--- config.mk ---
export PLATFORM = sky130hd
export DESIGN_NAME = rv_multicycle_ctrl
export DESIGN_NICKNAME = d
export VERILOG_FILES = /design/src/rtl/rv_multicycle_ctrl.sv
export SDC_FILE = /design/constraint.sdc
export NUM_CORES = 1
export LEC_CHECK = 0
export BUFFER_PORTS_ARGS = -buffer_cell sky130_fd_sc_hd__buf_2
export CORE_MARGIN = 4
export CORE_UTILIZATION = 30
export CTS_CLUSTER_SIZE = 12
export DETAILED_ROUTE_END_ITERATION = 6
export GPL_TIMING_DRIVEN = 0
export HOLD_SLACK_MARGIN = 0.08
export PLACE_DENSITY = 0.57
export SKIP_CTS_REPAIR_TIMING = 1
export SLEW_MARGIN = 0
export SYNTH_ARGS = -nofsm -noshare
export SYNTH_HDL_FRONTEND = slang
export SYNTH_SLANG_ARGS = --single-unit
--- constraint.sdc ---
create_clock -name clk -period 1.9 [get_ports clk]
set_input_delay 0.38 -clock clk [delete_from_list [all_inputs] [get_ports clk]]
set_output_delay 0.38 -clock clk [all_outputs]
set_load 0.05 [all_outputs]
--- src/rtl/rv_multicycle_ctrl.sv ---
// Multi-cycle RV32I control FSM: sequences FETCH/DECODE/EXEC/MEM/WB over a shared
// valid/ready memory port, drives datapath enables/selects and counts retirements.
module rv_multicycle_ctrl #(
    parameter int ALUSEL_W = 4,
    parameter int CNT_W    = 32
) (
    input  logic                clk,
    input  logic                rst_n,
    input  logic [31:0]         inst,
    input  logic                BrEq,
    input  logic                BrLt,
    input  logic                mem_ready,
    output logic                mem_valid,
    output logic                MemRW,
    output logic                IRWrite,
    output logic                MDRWrite,
    output logic                PCWrite,
    output logic                PCSel,
    output logic                Asel,
    output logic                Bsel,
    output logic [2:0]          ImmSel,
    output logic [ALUSEL_W-1:0] ALUSel,
    output logic                RegWEn,
    output logic [1:0]          WBSel,
    output logic                illegal,
    output logic [CNT_W-1:0]    instret
);

    typedef enum logic [2:0] {S_FETCH, S_DECODE, S_EXEC, S_MEM, S_WB, S_TRAP} state_t;
    typedef enum logic [2:0] {OP_R, OP_I, OP_LW, OP_SW, OP_LUI, OP_BR, OP_JAL, OP_BAD} op_t;

    state_t           r_state;
    op_t              r_op;
    logic [2:0]       r_f3;
    logic [3:0]       r_alu;
    logic             r_run;
    logic [CNT_W-1:0] r_instret;

    logic [6:0] w_opcode;
    logic [2:0] w_f3;
    logic [6:0] w_f7;
    op_t        w_op;
    logic [3:0] w_alu;
    logic       w_taken;
    logic       w_retire;
    logic       w_unused;

    assign w_opcode = inst[6:0];
    assign w_f3     = inst[14:12];
    assign w_f7     = inst[31:25];
    assign w_unused = ^{inst[24:15], inst[11:7]};

    function automatic logic [3:0] alu_of(input logic [2:0] f3);
        case (f3)
            3'b100:  alu_of = 4'b0100;
            3'b110:  alu_of = 4'b0001;
            3'b111:  alu_of = 4'b0000;
            3'b010:  alu_of = 4'b0111;
            default: alu_of = 4'b0010;
        endcase
    endfunction

    always_comb begin
        w_op  = OP_BAD;
        w_alu = 4'b0010;
        case (w_opcode)
            7'b0110011: begin
                if (w_f7 == 7'b0000000 && (w_f3 inside {3'b000, 3'b100, 3'b110, 3'b111, 3'b010})) begin
                    w_op  = OP_R;
                    w_alu = alu_of(w_f3);
                end else if (w_f7 == 7'b0100000 && w_f3 == 3'b000) begin
                    w_op  = OP_R;
                    w_alu = 4'b0110;
                end
            end
            7'b0010011: begin
                if (w_f3 inside {3'b000, 3'b100, 3'b110, 3'b111, 3'b010}) begin
                    w_op  = OP_I;
                    w_alu = alu_of(w_f3);
                end
            end
            7'b0000011: if (w_f3 == 3'b010) w_op = OP_LW;
            7'b0100011: if (w_f3 == 3'b010) w_op = OP_SW;
            7'b0110111: begin
                w_op  = OP_LUI;
                w_alu = 4'b0011;
            end
            7'b1100011: if (w_f3 inside {3'b000, 3'b001, 3'b100, 3'b101}) w_op = OP_BR;
            7'b1101111: w_op = OP_JAL;
            default:    w_op = OP_BAD;
        endcase
    end

    always_comb begin
        case (r_f3)
            3'b000:  w_taken = BrEq;
            3'b001:  w_taken = !BrEq;
            3'b100:  w_taken = BrLt;
            3'b101:  w_taken = !BrLt;
            default: w_taken = 1'b0;
        endcase
    end

    assign w_retire = (r_state == S_WB)
                   || (r_state == S_EXEC && (r_op == OP_BR || r_op == OP_JAL))
                   || (r_state == S_MEM && r_op == OP_SW && mem_ready);

    // r_run holds off the first memory request until one clock after reset release
    always_ff @(posedge clk or negedge rst_n) begin
        if (!rst_n) begin
            r_state   <= S_FETCH;
            r_op      <= OP_BAD;
            r_f3      <= 3'b000;
            r_alu     <= 4'b0000;
            r_run     <= 1'b0;
            r_instret <= '0;
        end else begin
            r_run <= 1'b1;
            if (w_retire) r_instret <= r_instret + CNT_W'(1);
            case (r_state)
                S_FETCH:  if (r_run && mem_ready) r_state <= S_DECODE;
                S_DECODE: begin
                    r_op    <= w_op;
                    r_f3    <= w_f3;
                    r_alu   <= w_alu;
                    r_state <= (w_op == OP_BAD) ? S_TRAP : S_EXEC;
                end
                S_EXEC: begin
                    case (r_op)
                        OP_R, OP_I, OP_LUI: r_state <= S_WB;
                        OP_LW, OP_SW:       r_state <= S_MEM;
                        OP_BR, OP_JAL:      r_state <= S_FETCH;
                        default:            r_state <= S_TRAP;
                    endcase
                end
                S_MEM:    if (mem_ready) r_state <= (r_op == OP_LW) ? S_WB : S_FETCH;
                S_WB:     r_state <= S_FETCH;
                S_TRAP:   r_state <= S_TRAP;
                default:  r_state <= S_FETCH;
            endcase
        end
    end

    assign instret = r_instret;

    always_comb begin
        mem_valid = 1'b0;
        MemRW     = 1'b0;
        IRWrite   = 1'b0;
        MDRWrite  = 1'b0;
        PCWrite   = 1'b0;
        PCSel     = 1'b0;
        Asel      = 1'b0;
        Bsel      = 1'b0;
        ImmSel    = 3'b000;
        ALUSel    = '0;
        RegWEn    = 1'b0;
        WBSel     = 2'b00;
        illegal   = 1'b0;
        case (r_state)
            S_FETCH: begin
                mem_valid = r_run;
                MemRW     = r_run;
                IRWrite   = r_run && mem_ready;
            end
            S_EXEC: begin
                ALUSel = ALUSEL_W'(r_alu);
                Bsel   = (r_op != OP_R);
                case (r_op)
                    OP_SW:  ImmSel = 3'b001;
                    OP_LUI: ImmSel = 3'b010;
                    OP_BR: begin
                        ImmSel  = 3'b011;
                        Asel    = 1'b1;
                        PCWrite = 1'b1;
                        PCSel   = w_taken;
                    end
                    OP_JAL: begin
                        ImmSel  = 3'b100;
                        Asel    = 1'b1;
                        PCWrite = 1'b1;
                        PCSel   = 1'b1;
                        RegWEn  = 1'b1;
                        WBSel   = 2'b10;
                    end
                    default: ImmSel = 3'b000;
                endcase
            end
            S_MEM: begin
                mem_valid = 1'b1;
                MemRW     = (r_op == OP_LW);
                Bsel      = 1'b1;
                ALUSel    = ALUSEL_W'(4'b0010);
                ImmSel    = (r_op == OP_SW) ? 3'b001 : 3'b000;
                MDRWrite  = (r_op == OP_LW) && mem_ready;
                PCWrite   = (r_op == OP_SW) && mem_ready;
            end
            S_WB: begin
                RegWEn  = 1'b1;
                WBSel   = (r_op == OP_LW) ? 2'b00 : 2'b01;
                PCWrite = 1'b1;
            end
            S_TRAP:  illegal = 1'b1;
            default: illegal = 1'b0;
        endcase
    end

endmodule

==> impl_metrics.json, run 1 <==
{
  "status": "complete, but fails checks",
  "violations": "negative setup slack",
  "fin_skew_ns": 0.007104,
  "critPathLaunchType": "flop",
  "totalWireLength_mm": 7.032,
  "ant_nets": 0,
  "numCtsBuffers": 5,
  "numClockSinks": 45,
  "yosys_warnings": 0,
  "boundaryPins": 88,
  "cts_tree": "yes",
  "initial_core_util_pct": 31.31,
  "ctsHtreeMaxLevel": 2,
  "clockBufferDepth": 2,
  "synthCells": 302,
  "synth_area_leader_cell": "dfrtp_1",
  "synth_top_cell_area_share_pct": 37.94,
  "met1_usage_pct": 16.36,
  "nets": 436,
  "crit_arrival_ns": 1.64,
  "fp-row-count": 34,
  "synth_ff_type": "dfrtp_1",
  "syn_to_final_growth_pct": 40.11,
  "overflow": 0,
  "avgSynthCellArea_um2": 9.173,
  "synth.ff_latch_count": 45,
  "yosysSeqAreaShare_pct": 40.79,
  "drc_errors": 0,
  "fmaxAchievable_ghz": 0.4962,
  "dr.pass1.iters": 4,
  "grt_use_met2_pct": 21.87,
  "place_congestion": 0.8126,
  "cap_violations": 0,
  "setup_tns_ns": -0.2504,
  "critPathCaptureType": "primary output",
  "pre_cts_ws_ns": -0.2646,
  "dp_hpwl_mm": 5.166,
  "syn_area_mm2": 0.002770,
  "clkTransAtPathRegs_ns": 0.09,
  "viasPerCell": 4.943,
  "power_density_mw_per_mm2": 936.4,
  "grt_use_met3_pct": 2.483,
  "critical_path_class": "flop to primary output",
  "die_h_um": 104.1,
  "busiest_layer": "met2",
  "slew_headroom_pct": 32.50,
  "synth-edff-count": 0,
  "timing.final.crit_period_ns": 2.015,
  "clkLatencyLatePin_ns": 0.29,
  "portBuffers": 69,
  "via_count": 2506,
  "post-route-period-util_pct": 106.1,
  "final_hold_viol_count": 0,
  "peakVddDrop_mv": 0.4362,
  "post_dp_cell_area_mm2": 0.003333,
  "power.leakage_uw": 0.001812,
  "nFillCells": 890,
  "antenna_found_initial": 0,
  "layout-drive-gt1-share_pct": 41.85,
  "synth_area_leaders": "dfrtp_1, xor2_1, nand2_1",
  "tightest_slew_ns": 1.013,
  "cts-root-buf": "clkbuf_8",
  "crit_fanout": 6,
  "finalInstanceArea_mm2": 0.003881,
  "finish.utilization_pct": 43.86,
  "die-area_mm2": 0.01083,
  "diodes": 0,
  "design.core.area_mm2": 0.008848,
  "grt_pass1_vias": 2310,
  "grt_first_pass_wirelength_mm": 11.41,
  "synth_nets": 340,
  "async_flop_share_pct": 100.0,
  "drv_slew": 0,
  "post_drt_wl_per_cell_um": 13.87,
  "grt_use_total_pct": 12.62,
  "grt_max_degree": 46,
  "first_iter_violations": 107,
  "setup_violations": 7,
  "die_width_um": 104.1,
  "worstHoldPathType": "primary input to async pin",
  "synthDistinctLibCells": 63,
  "cp.required_ns": 1.52,
  "worst_slack_ns": -0.1152,
  "rsz0062_at_grt": "true"
}
[cells in the final DEF (no fill, tap or decap), types with 3 or more instances in the layout]
cell,n
nand3_1,17
buf_4,25
nor3_2,4
xor2_1,18
dfrtp_1,35
nor4_2,3
nor3_1,4
nor2b_1,3
nor2_1,21
a21oi_2,5
nand3b_1,3
dfstp_2,3
nand2b_1,3
clkbuf_8,5
nor2_2,6
nand4_1,7
buf_8,3
and2_1,4
a31oi_1,3
buf_2,52
dfrtp_2,7
inv_1,5
and3_1,8
xnor2_1,16
a21oi_1,3
buf_6,17
o21ai_0,11
nor2_4,5
clkbuf_1,4
nand2_1,37
[cell type report]
type | count | area, µm² | area share [%]
multi-input cells | 237 | 1755 | 45.23
flip-flops and latches | 45 | 1139 | 29.34
repair buffers | 90 | 631.9 | 16.28
well taps | 108 | 135.1 | 3.482
plain buffers | 13 | 111.4 | 2.869
clock buffers | 6 | 72.57 | 1.870
inverters | 6 | 26.28 | 0.6770
clock inverters | 2 | 10.01 | 0.2579
[worst max-delay path, stage by stage, from the launching register on]
cell and delay, ns:
dfstp_2 0.56, buf_12 0.12, nand3b_4 0.09, o32ai_4 0.24
nand2b_4 0.20, buf_8 0.14
[cell families (layout without fill, tap and decap cells)]
group           count (synthesis)  count (layout)  share of synthesized area [%]
compound gates                 46              46                          12.87
simple gates                  150             150                          29.68
mux                             3               3                          1.129
flops                          45              45                          40.79
xor+xnor                       35              35                          11.07
fa+ha+maj                       1               1                         0.4516
buf+inv                        20             117                          3.749
other cells                     2               2                         0.2711
[final timing paths]
check | start | to | slack (ns) | depth (start not counted)
max | r_op[0] | PCWrite | -0.12 | 5
min | rst_n | instret[26] | 0.26 | 1
max reg2reg | r_op[0] | instret[30] | -0.01 | 7
min reg2reg | instret[31] | instret[31] | 0.46 | 1
max in group asynchronous | rst_n | instret[1] | 0.94 | 1
min in group clk | inst[13] | r_f3[1] | 0.38 | 3
[cells in the mapped netlist, types with 3 or more instances]
cell       n
nor4_1     3
nor3_1     7
and3_1     8
dfstp_2    3
a21oi_1    8
nand2b_1   5
nor2b_1    3
a31oi_1    3
xor2_1    18
clkbuf_1   6
o21ai_0   12
nand3b_1   3
inv_1      6
dfrtp_1   42
nand4_1    7
nand2_1   40
xnor2_1   17
and2_1     4
nor2_1    32
buf_4      4
nand3_1   18
[report_power, final]
part	switching (µW)	internal [µW]	leakage, µW	total [µW]
combinational	1070	728	0.00120	1800
clock	317	256	0.0000450	573
sequential	153	1110	0.000569	1260
[routing by layer]
| metal | vias up | routed length [µm] |
|---|---|---|
| met2 | 55 | 3532 |
| met3 | 2 | 298 |
| met1 | 1198 | 3170 |
| met4 | 0 | 31 |
| met5 | - | 0 |
| li1 | 1251 | - |
[per-stage QoR]
stage          hold WS (ns)  power (µW)  std cells
6_report             0.2553        3634        507
3_3_place_gp         0.4503        2659        479
3_5_place_dp         0.4544        2673        479
4_1_cts              0.2936        3256        487
2_1_floorplan       0.08441        2341        302
5_1_grt              0.3326        3881        507
[state kept, by name, summed over array words and instances, names as in the netlist]
| name | flops |
|---|---|
| instret | 32 |
| r_alu | 3 |
| r_f3 | 3 |
| r_op | 3 |
| r_run | 1 |
| r_state | 3 |
No activity file was read; power rests on OpenSTA's default activity.
==> inputs of run 2 (changes only) <==
--- a/config.mk
+++ b/config.mk
@@ -13,6 +13,7 @@
 export GPL_TIMING_DRIVEN = 0
 export HOLD_SLACK_MARGIN = 0.08
 export PLACE_DENSITY = 0.57
+export SETUP_SLACK_MARGIN = 0.5
 export SKIP_CTS_REPAIR_TIMING = 1
 export SLEW_MARGIN = 0
 export SYNTH_ARGS = -nofsm -noshare
==> run 2 against run 1 <==
The flow still finishes with violations (negative setup slack). Clock skew up 0.0040 ns. Core utilization up 5.6 points. Power up 16%. Highest routed layer unchanged.
==> impl_metrics.json, run 2 (same netlist as run 1, synthesis figures left out) <==
{
  "design.core.area_mm2": 0.008848,
  "grt_max_degree": 46,
  "die_h_um": 104.1,
  "final_common_cell": "nand2_1",
  "finish.utilization_pct": 49.45,
  "die_width_um": 104.1,
  "dp_cells": 479,
  "fin_skew_ns": 0.01106,
  "post_drt_wl_per_cell_um": 14.66,
  "crit_fanout": 5,
  "drc_errors": 0,
  "layout-drive-gt1-share_pct": 54.15,
  "place_congestion": 0.7989,
  "drv_slew": 0,
  "diodes": 0,
  "grt_use_total_pct": 13.35,
  "totalWireLength_mm": 7.592,
  "fp-row-count": 34,
  "ant_nets": 0,
  "die-area_mm2": 0.01083,
  "final_hold_viol_count": 0,
  "numCtsBuffers": 5,
  "dr.pass1.iters": 4,
  "clkLatencyLatePin_ns": 0.29,
  "violations": "negative setup slack",
  "stdcell_count": 518,
  "numClockSinks": 45,
  "status": "complete, but fails checks",
  "critPathCaptureType": "primary output",
  "mostFrequentLayoutCells": "nand2_1, buf_4, buf_2, dfrtp_1",
  "clkTransAtPathRegs_ns": 0.09,
  "timing.final.crit_period_ns": 2.000,
  "worst_slack_ns": -0.09985,
  "rsz0062_at_grt": "true",
  "first_iter_violations": 67,
  "crit_arrival_ns": 1.62,
  "setup_violations": 7,
  "worstHoldPathType": "primary input to async pin",
  "dp_hpwl_mm": 5.406,
  "setup_tns_ns": -0.4144,
  "slowest_delay_ns": 0.55,
  "tightest_slew_ns": 1.058,
  "cp.required_ns": 1.52,
  "clockBufferDepth": 2,
  "cp_common_cell": "buf_8",
  "initial_core_util_pct": 31.31,
  "portBuffers": 69,
  "critical_path_class": "flop to primary output",
  "grt_pass1_vias": 2402,
  "cts-root-buf": "clkbuf_8",
  "fmaxAchievable_ghz": 0.5000,
  "boundaryPins": 88,
  "power_density_mw_per_mm2": 966.9,
  "overflow": 0,
  "nets": 447,
  "peakVddDrop_mv": 0.4957,
  "via_count": 2579,
  "cts_tree": "yes",
  "grt_first_pass_wirelength_mm": 12.18,
  "syn_to_final_growth_pct": 57.95,
  "critPathLaunchType": "flop",
  "ctsHtreeMaxLevel": 2,
  "slew_headroom_pct": 29.47,
  "slowest_stage": "dfstp_2",
  "viasPerCell": 4.979,
  "power.leakage_uw": 0.001960,
  "cap_violations": 0,
  "path_cells": "buf_8 > nand3b_4 > o32ai_4 > nand2b_4 > buf_8",
  "largest_reg_flops": 32,
  "antenna_found_initial": 0,
  "post-route-period-util_pct": 105.3
}
run 2: cell types whose count changed in the layout (fill, tap and decap cells not counted), moves of 7 or more:
cell and delta:
dfrtp_1 -13, dfrtp_2 +13, clkbuf_4 +12, buf_2 -20, buf_4 +9, nor2_1 -7
run 2: per-stage QoR:
| step | instance area (µm²) | total power, µW | setup slack, ns | hold WS, ns |
|---|---|---|---|---|
| finish | 4375 | 4231 | -0.09985 | 0.2780 |
| global route | 4375 | 4472 | -0.1789 | 0.3497 |
| CTS | 3707 | 3623 | -0.5174 | 0.3272 |
| global placement | 3600 | 2870 | -0.1817 | 0.4545 |
| floorplan | 3119 | 2549 | 0.03953 | 0.08441 |
| detailed placement | 3600 | 2891 | -0.2003 | 0.4649 |
run 2: worst paths after layout:
path / startpoint / to / slack (ns) / depth (start not counted)
max: r_op[0] / PCWrite / -0.1 / 5
min: rst_n / r_state[0] / 0.28 / 1
max reg2reg: r_op[1] / instret[29] / 0.01 / 7
min reg2reg: instret[31] / instret[31] / 0.48 / 1
max in group asynchronous: rst_n / instret[23] / 0.90 / 1
min in group clk: inst[13] / r_f3[1] / 0.33 / 3
run 2: report_power, final:
group          total (µW)  switching, µW  internal, µW
Clock                 722            331           391
Combinational        2230           1250           980
Sequential           1280            163          1110
run 2: layout make-up:
| type | count | area, µm² |
|---|---|---|
| Timing Repair Buffer | 100 | 800.8 |
| Fill cell | 846 | 4473 |
| Clock inverter | 2 | 35.03 |
| Multi-Input combinational cell | 237 | 1984 |
| Buffer | 14 | 157.7 |
| Clock buffer | 6 | 72.57 |
| Sequential cell | 45 | 1155 |
| Tap cell | 108 | 135.1 |
| Inverter | 6 | 35.03 |
run 2: routing by layer:
| metal | global-route usage [%] | up-vias | wire length [µm] |
|---|---|---|---|
| met2 | 20.84 | 56 | 3509 |
| met5 | 0 | - | 0 |
| met3 | 2.731 | 2 | 340 |
| li1 | - | 1276 | - |
| met4 | 1.994 | 0 | 36 |
| met1 | 19.42 | 1245 | 3706 |
run 2: worst max-delay path, delay by kind of cell (launching register included):
family                 cells  cell delay, ns
DFF                        1            0.55
and+or+nand+nor            2            0.30
buffers and inverters      2            0.27
AOI/OAI and AO/OA          1            0.22
==> inputs of run 3 (changes only) <==
--- a/config.mk
+++ b/config.mk
@@ -12,7 +12,7 @@
 export DETAILED_ROUTE_END_ITERATION = 6
 export GPL_TIMING_DRIVEN = 0
 export HOLD_SLACK_MARGIN = 0.08
-export PLACE_DENSITY = 0.57
+export REMOVE_ABC_BUFFERS = 1
 export SETUP_SLACK_MARGIN = 0.5
 export SKIP_CTS_REPAIR_TIMING = 1
 export SLEW_MARGIN = 0
==> run 3 against run 2 <==
The run still ends with negative setup slack left. Sequential power grew 5%. Die area is the same. Combinational power shrank 15%. Sequential share of layout area grew 1.2 points. Cell count is the same. Critical path depth shrank 1. Critical path type unchanged. Largest power group unchanged. Highest routed layer unchanged.
==> impl_metrics.json, run 3 (same netlist as run 1, synthesis figures left out) <==
{
  "die-area_mm2": 0.01083,
  "critPathCaptureType": "primary output",
  "setup_tns_ns": -0.6005,
  "critPathLaunchType": "flop",
  "ctsHtreeMaxLevel": 2,
  "cts-root-buf": "clkbuf_8",
  "antenna_found_initial": 0,
  "clockBufferDepth": 2,
  "tightest_slew_ns": 1.007,
  "initial_core_util_pct": 31.31,
  "diodes": 0,
  "fmaxAchievable_ghz": 0.4870,
  "mostFrequentLayoutCells": "buf_4, nand2_1, dfrtp_1, nor2_1, buf_2",
  "totalWireLength_mm": 7.472,
  "worst_r2r_path_depth": 7,
  "ant_nets": 0,
  "numClockSinks": 45,
  "grt_pass1_vias": 2397,
  "nets": 448,
  "pre_cts_ws_ns": -0.4283,
  "portBuffers": 71,
  "power_density_mw_per_mm2": 949.8,
  "overflow": 0,
  "grt_max_degree": 46,
  "numCtsBuffers": 5,
  "drc_errors": 0,
  "final_hold_viol_count": 0,
  "crit_arrival_ns": 1.67,
  "design.core.area_mm2": 0.008848,
  "cp.required_ns": 1.52,
  "grt_use_total_pct": 12.56,
  "syn_to_final_growth_pct": 50.32,
  "cap_violations": 0,
  "final_common_cell": "buf_4",
  "finish.utilization_pct": 47.06,
  "slew_headroom_pct": 32.84,
  "clkLatencyLatePin_ns": 0.29,
  "post_drt_wl_per_cell_um": 14.42,
  "fp-row-count": 34,
  "dp_cells": 467,
  "violations": "negative setup slack",
  "post-route-period-util_pct": 108.1,
  "grt_first_pass_wirelength_mm": 11.53,
  "stdcell_count": 518,
  "die_h_um": 104.1,
  "boundaryPins": 88,
  "setup_violations": 18,
  "rsz0062_at_grt": "true",
  "cts_tree": "yes",
  "drv_slew": 0,
  "via_count": 2570,
  "status": "complete, but fails checks",
  "largest_reg_flops": 32,
  "layout-drive-gt1-share_pct": 48.29,
  "place_congestion": 0.8288,
  "viasPerCell": 4.961,
  "first_iter_violations": 84,
  "dp_hpwl_mm": 5.063,
  "fin_skew_ns": 0.008088,
  "peakVddDrop_mv": 0.4776,
  "timing.final.crit_period_ns": 2.053,
  "critical_path_class": "flop to primary output",
  "power.leakage_uw": 0.001920,
  "clkTransAtPathRegs_ns": 0.09,
  "worstHoldPathType": "primary input to async pin",
  "worst_slack_ns": -0.1534,
  "dr.pass1.iters": 4,
  "crit_fanout": 7,
  "die_width_um": 104.1
}
## run 3: cell types whose count changed in the layout (fill, tap and decap cells not counted), moves of 4 or more
cell and delta:
nor2_4 -4, nand2_1 +4, a21oi_4 -5, nor2_2 -4, dfrtp_1 +7, nor2_1 +8, buf_2 -12, buf_8 -5
buf_4 +20, nand3_2 -4, dfrtp_2 -8, nand3_1 +4
## run 3: power breakdown
group | switching [µW] | total, µW | internal [µW]
sequential | 227 | 1350 | 1120
clock | 320 | 703 | 383
combinational | 1060 | 1900 | 839
## run 3: final cells by class
class	instances	area, µm²
clock buffers	5	68.82
clock inverters	2	35.03
fillers	809	4684
inverters	6	25.02
multi-input cells	237	1809
flip-flops and latches	45	1149
well taps	108	135.1
repair buffers	115	942.2
## run 3: worst max-delay path, stage by stage (launching register included)
cell,delay [ns]
dfstp_2,0.65
nand3b_4,0.11
o32ai_4,0.28
nand2b_4,0.19
buf_8,0.15
## run 3: per-stage QoR
stage / total power, µW / area, µm² / hold WS (ns)
finish: 3955 / 4164 / 0.2527
global route: 4212 / 4164 / 0.3047
CTS: 3253 / 3283 / 0.2981
detailed placement: 2529 / 3179 / 0.4632
global placement: 2513 / 3179 / 0.4504
floorplan: 2192 / 2689 / 0.08441
## run 3: final timing paths
| check | start | to | slack [ns] |
|---|---|---|---|
| setup / recovery | r_op[0] | PCWrite | -0.15 |
| hold / removal | rst_n | instret[26] | 0.25 |
| setup reg to reg | r_op[1] | instret[20] | -0.03 |
| hold reg to reg | instret[31] | instret[31] | 0.47 |
| max in group asynchronous | rst_n | r_state[0] | 0.91 |
| min in group clk | inst[13] | r_f3[1] | 0.31 |
## run 3: routing by layer
| layer | routed length (µm) | track usage [%] | share of wire [%] | up-vias |
|---|---|---|---|---|
| met1 | 3140 | 15.37 | 42 | 1221 |
| met3 | 363 | 3.104 | 4.9 | 10 |
| met5 | 0 | 0 | 0 | - |
| li1 | - | - | - | 1267 |
| met4 | 90 | 2.849 | 1.2 | 0 |
| met2 | 3877 | 22.24 | 52 | 72 |
